**src/rtl/bip_debug_ctrl.sv**
```systemverilog
// bip_debug_ctrl: UART command sequencer that resets, steps or runs the BIP and dumps PC/Acc/cycle count; define BIP_DBG_BREAK_EN to allow an 'H' break out of RUN
module bip_debug_ctrl #(
    parameter logic [4:0] HALT_OPCODE = 5'b00000,
    parameter int         CYCLE_W     = 16
) (
    input  logic        clk,
    input  logic        reset,
    input  logic        rx_done,
    input  logic [7:0]  d_in,
    input  logic        tx_done,
    output logic        tx_start,
    output logic [7:0]  d_out,
    input  logic [15:0] inPC,
    input  logic [15:0] inAcc,
    input  logic [4:0]  opcode,
    output logic        bip_en,
    output logic        reset_bip,
    output logic        halted
);
    typedef enum logic [2:0] {IDLE, RST, STEP, RUN, SNAP, TX, WAIT} state_t;

    state_t             state_q, state_d;
    logic [CYCLE_W-1:0] cnt_q, cnt_d;
    logic [5:0][7:0]    snap_q, snap_d;
    logic [2:0]         idx_q, idx_d;
    logic               halted_q, halted_d;
    logic               reset_bip_q, reset_bip_d;
    logic               at_halt, brk;

    assign at_halt = opcode == HALT_OPCODE;
`ifdef BIP_DBG_BREAK_EN
    assign brk = rx_done && d_in == 8'h48;
`else
    assign brk = 1'b0;
`endif

    // Next state, counter/snapshot updates and the combinational BIP enable
    always_comb begin
        state_d  = state_q;
        cnt_d    = cnt_q;
        snap_d   = snap_q;
        idx_d    = idx_q;
        halted_d = halted_q;
        bip_en   = 1'b0;
        case (state_q)
            IDLE: if (rx_done)
                state_d = d_in == 8'h52 ? RST :
                          d_in == 8'h53 ? STEP :
                          d_in == 8'h47 ? RUN :
                          d_in == 8'h44 ? SNAP : IDLE;
            RST: begin
                cnt_d    = '0;
                halted_d = 1'b0;
                state_d  = IDLE;
            end
            STEP: begin
                bip_en  = !halted_q;
                state_d = SNAP;
            end
            RUN: begin
                bip_en   = !halted_q && !at_halt && !brk;
                halted_d = halted_q || at_halt;
                state_d  = bip_en ? RUN : SNAP;
            end
            SNAP: begin
                snap_d  = {inPC, inAcc, 16'(cnt_q)};
                idx_d   = '0;
                state_d = TX;
            end
            TX: state_d = WAIT;
            WAIT: if (tx_done) begin
                if (idx_q == 3'd5)
                    state_d = IDLE;
                else begin
                    idx_d   = idx_q + 3'd1;
                    state_d = TX;
                end
            end
            default: state_d = IDLE;
        endcase
        if (bip_en)
            cnt_d = cnt_q + CYCLE_W'(1);
        reset_bip_d = state_d == RST;
    end

    // State registers; reset_bip comes out of reset high so the BIP is held one cycle past reset release
    always_ff @(posedge clk) begin
        if (reset) begin
            state_q     <= IDLE;
            cnt_q       <= '0;
            snap_q      <= '0;
            idx_q       <= '0;
            halted_q    <= 1'b0;
            reset_bip_q <= 1'b1;
        end else begin
            state_q     <= state_d;
            cnt_q       <= cnt_d;
            snap_q      <= snap_d;
            idx_q       <= idx_d;
            halted_q    <= halted_d;
            reset_bip_q <= reset_bip_d;
        end
    end

    assign tx_start  = state_q == TX;
    assign d_out     = snap_q[3'd5 - idx_q];
    assign reset_bip = reset_bip_q;
    assign halted    = halted_q;
endmodule
```
**config.mk**
```make
export PLATFORM = sky130hd
export DESIGN_NAME = bip_debug_ctrl
export DESIGN_NICKNAME = d
export VERILOG_FILES = /design/src/rtl/bip_debug_ctrl.sv
export SDC_FILE = /design/constraint.sdc
export NUM_CORES = 1
export LEC_CHECK = 0
export CAP_MARGIN = 0
export CORE_MARGIN = 2
export CORE_UTILIZATION = 54
export CTS_BUF_LIST = sky130_fd_sc_hd__clkbuf_4
export CTS_CLUSTER_DIAMETER = 200
export DETAILED_ROUTE_END_ITERATION = 8
export HOLD_SLACK_MARGIN = 0.1
export PLACE_DENSITY = 0.82
export REMOVE_ABC_BUFFERS = 1
export SKIP_CTS_REPAIR_TIMING = 1
export SYNTH_ARGS = -nofsm -noshare
export SYNTH_HDL_FRONTEND = slang
export SYNTH_SLANG_ARGS = --single-unit
```
**constraint.sdc**
```tcl
create_clock -name clk -period 2.2 [get_ports clk]
set_clock_uncertainty 0.1 [all_clocks]
set_input_delay 0.44 -clock clk [delete_from_list [all_inputs] [get_ports clk]]
set_output_delay 0.44 -clock clk [all_outputs]
set_load 0.05 [all_outputs]
```
---- Word-level counts from Yosys, hierarchy flattened ----
Index checks and enable logic that the tools add are counted.
word-level totals
  flip-flop bits (word level) ............. 72
  output and inout bits ................... 12
cells by class
  $add $sub $neg .......................... 3
  magnitude comparators ................... 1
  equal/unequal tests ..................... 14
  mux-type cells .......................... 18
  reductions and logical operators ........ 10
operator list
  operator                                                    number
  == test 8 x 7 -> 1 bit, second input constant               4
  two-way mux 16 bit                                          2
  two-way mux 3 bit                                           10
  binary-select mux 8 bit (select 3 bit)                      1
  one-hot mux 3 bit (6 select lines)                          1
  adder 16 x 1 -> 16 bit, second input constant               1
  == test 3 bit, second input constant                        4
  two-way mux 8 bit                                           1
  == test 3 x 1 -> 1 bit, second input constant               2
  == test 3 x 2 -> 1 bit, second input constant               2
  one-hot mux 3 bit (2 select lines)                          1
  nonzero test 2 bit                                          3
  zero test 5 bit                                             1
  less-than comparator 3 x 4 -> 1 bit, second input constant  1
  inequality test 2 bit, second input constant                2
  one-hot mux 1 bit (2 select lines)                          2
  adder 3 x 1 -> 3 bit, second input constant                 1
  zero test 3 bit                                             1
  AND reduction 3 bit                                         1
  subtractor 3 bit, first input constant                      1
  zero test 1 bit                                             2
  logical AND 1 bit                                           1
  logical OR 1 bit                                            1

---- Depth between registers and ports, before layout ----
  depth after elaboration ................. 8
  depth in mapped cells ................... 8

---- Worst setup path before layout ----
Ideal clock, no wire load.
  path type ............................... register to output
  start point ............................. register idx_q[1]
  end point ............................... output d_out[0]
  arrival ................................. 2.229 ns
  data required time ...................... 1.660 ns
  path slack .............................. -0.569 ns
  stages on the path, launching flop included .. 7
  path buffers ............................ 2
  path through ............................ dfxtp_1 > clkbuf_1 > inv_1 > ha_1 > buf_1 > nand2_1 > o22ai_1
on the way
  longest elaborated chain between the ends .. 3
RTL lines
  element                                  RTL line  text
  start: declaration                       25        logic [2:0] idx_q, idx_d;
  start signal: assignment                 99        idx_q <= idx_d;
  subtractor 3 bit                         106       assign d_out = snap_q[3'd5 - idx_q];
  binary-select mux 8 bit (select 3 bit)   106
  two-way mux 8 bit (not written as such)  106
  end: declaration                         12        output logic [7:0] d_out,
No other way between the ends. The select of a mux whose other input is x is not followed.

---- Worst setup path after layout ----
  start point ............................. register idx_q[0]
  end point ............................... output d_out[0]
The elaborated chain is that of the path after synthesis.

==> reports/qor.txt <==
maxcap violations: 0
DP HPWL: 5590 µm
xor/xnor share of the synthesized area: 0.00523
compound-gate portion of the synthesized area: 0.179
Clk Latency, worst-skew pair: 0.42 ns
# nets final: 537
CP Launch Type: flop
Avg Cell Area, Syn: 8.01 µm²
hold crit path type: flop to flop
Synth Register Bits: 72
unrepaired setup endpoints after global routing: true
clk root buf: clkbuf_4
Tightest Pin Transition: 0.556 ns
Synth Cell Area: 0.00335 mm²
Worst Setup End Kind: output port
Hold WS: 0.358 ns
largest net degree at the start of global routing: 50
Layout fillers: 462
crit path DAT: 1.81 ns
CTS H-tree lvls: 3
total iterations of the first detailed-routing run: 4
DR vias/cell: 5.72
Remaining DRCs: 0
register area share after synthesis: 0.431
gr usage total: 0.249
Setup CP Type: flop to output port
Initial Utilization: 0.562
Warnings, synthesis: 0
Vias: 3234
layout cells sized above 1: 0.178
largest family of logic cells by synthesized area: simple AND/OR/NAND/NOR gates
DP Area: 0.00410 mm²
CTS Buf Count: 9
Die ar.: 0.00684 mm²
CTS sink count: 72
top cells by area, synth: dfxtp_1, nand2_1, a21oi_1
Ports: 61
Post-synth ARST share: 0
antenna violations before repair: 0
EDFF count, synth: 0
DR iter-0 viols: 234
endpoints failing hold: 0
Fmax: 0.426 GHz
Leak: 1.52 nW
outcome: complete, but fails checks
Detail Route Antenna Nets: 0
final cycle utilization of the critical path: 1.07
Worst slew margin: 0.630
failing checks: setup timing
Synth Area in Adders: 0.0112
Worst-path clk slew: 0.11 ns
routed wire length: 8410 µm
Syn Inst Count: 418
pre-CTS setup slack: -0.240 ns
post-synthesis mux area share: 0.0811
required time of the critical path: 1.66 ns
WL/cell: 14.9 µm
TritonCTS clock tree: built
area grow syn2layout: 32.9%
Ant. Diodes: 0
die extent in x: 82.7 µm
grt ovf: 0
Placer Congestion: 0.838
post-layout minimum cycle time: 2.35 ns
CP max FO: 5
overall power: 2.52 mW
setup violators final: 8
num rows: 28
simple-gate share of the synthesized area: 0.240
Buffers on Ports: 60
die height: 82.7 µm
core area: 0.00596 mm²
Post-synth top flop: dfxtp_1
Synth area leader: dfxtp_1
Power Dens Cells: 567 mW/mm²
Synth top area share: 0.431
post-route setup slack: -0.147 ns
synth unique cells: 49
first-pass GRT wire length: 13100 µm
Clock Path Buffers: 2
Final Instance Area: 0.00445 mm²
vias in the first global route: 3058
count of pins over their slew limit: 0
worst vdd ir: 0.000406 V
## worst max-delay path, cell delays in order, from the launching register on
cell and delay (ns):
dfxtp_4 0.40, clkbuf_16 0.15, mux4_2 0.50, inv_2 0.07, o22ai_2 0.08, buf_6 0.17
## placed cells by master (no fill, tap or decap), drive strengths merged, types with 3 or more instances in the layout
master / instances
mux2i: 8
or4: 4
o311ai: 3
o22ai: 9
a31oi: 3
buf: 34
a21oi: 69
dfxtp: 72
nor3: 4
nand3: 10
or3: 3
mux4: 8
nand2b: 8
clkinv: 3
clkbuf: 12
nand2: 107
bufinv: 3
inv: 14
nor2: 21
ha: 3
clkdlybuf4s50: 48
nand4: 3
nor4: 3
o21ai: 6
nand4b: 3
or2: 3
## cells by family (layout without fill, tap and decap cells)
kind of cell / after synthesis / in the layout
AOI/OAI and AO/OA: 103 / 103
adders and majority gates: 3 / 3
DFF: 72 / 72
muxes: 17 / 17
buffers and inverters: 43 / 115
and+or+nand+nor: 178 / 178
xor gates and xnor gates: 2 / 2
## synthesized netlist by cell type (3+ instances only)
cell	number
a21oi_1	69
a31oi_1	3
buf_2	3
clkbuf_1	24
dfxtp_1	72
ha_1	3
inv_1	13
mux2i_1	8
mux4_2	8
nand2_1	106
nand2b_1	7
nand3_1	10
nand4_1	3
nand4b_1	3
nor2_1	21
nor3_1	4
nor4_1	3
o21ai_0	6
o22ai_1	9
or3_1	3
or4_1	4
## area by class of cell
cell class,count,area (µm²),area share
Multi-Input combinational cell,303,1780,0.401
Sequential cell,72,1450,0.325
Timing Repair Buffer,85,888,0.200
Clock inverter,6,108,0.0242
Tap cell,75,93.8,0.0211
Clock buffer,10,75.1,0.0169
Inverter,14,55.1,0.0124
## state kept, by name, summed over array words and instances, names as in the netlist
signal	cells
idx_q	3
state_q	3
reset_bip	1
halted	1
snap_q	48
cnt_q	16
## worst paths after layout
check                           startpoint    endpoint  slack, ns  cells after the start
worst max-delay path              idx_q[0]    d_out[0]      -0.15                      5
worst max register to register    cnt_q[0]   cnt_q[12]       0.28                      5
worst min register to register  snap_q[27]  snap_q[27]       0.36                      2
worst min-delay path            snap_q[27]  snap_q[27]       0.36                      2
## per-stage QoR
step,utilization,std cells,setup TNS [ns]
2_1_floorplan,-,389,-16.52
3_3_place_gp,0.689,543,-0.976
3_5_place_dp,0.689,543,-2.31
4_1_cts,0.720,559,-1.95
5_1_grt,0.747,565,-1.56
6_report,0.747,565,-1.03
## report_power, final
group / internal (mW) / switching, mW / leakage, nW
Combinational: 0.0965 / 0.0561 / 0.844
Clock: 0.585 / 0.478 / 0.0980
Sequential: 1.30 / 0.00149 / 0.581
Total: 1.99 / 0.535 / 1.52
## routing by layer
metal | GRT usage | part of all wire
met1 | 0.298 | 0.42
met2 | 0.439 | 0.51
met3 | 0.0500 | 0.054
met4 | 0.0967 | 0.017
met5 | 0 | 0
(Power assumes the default switching activity.)
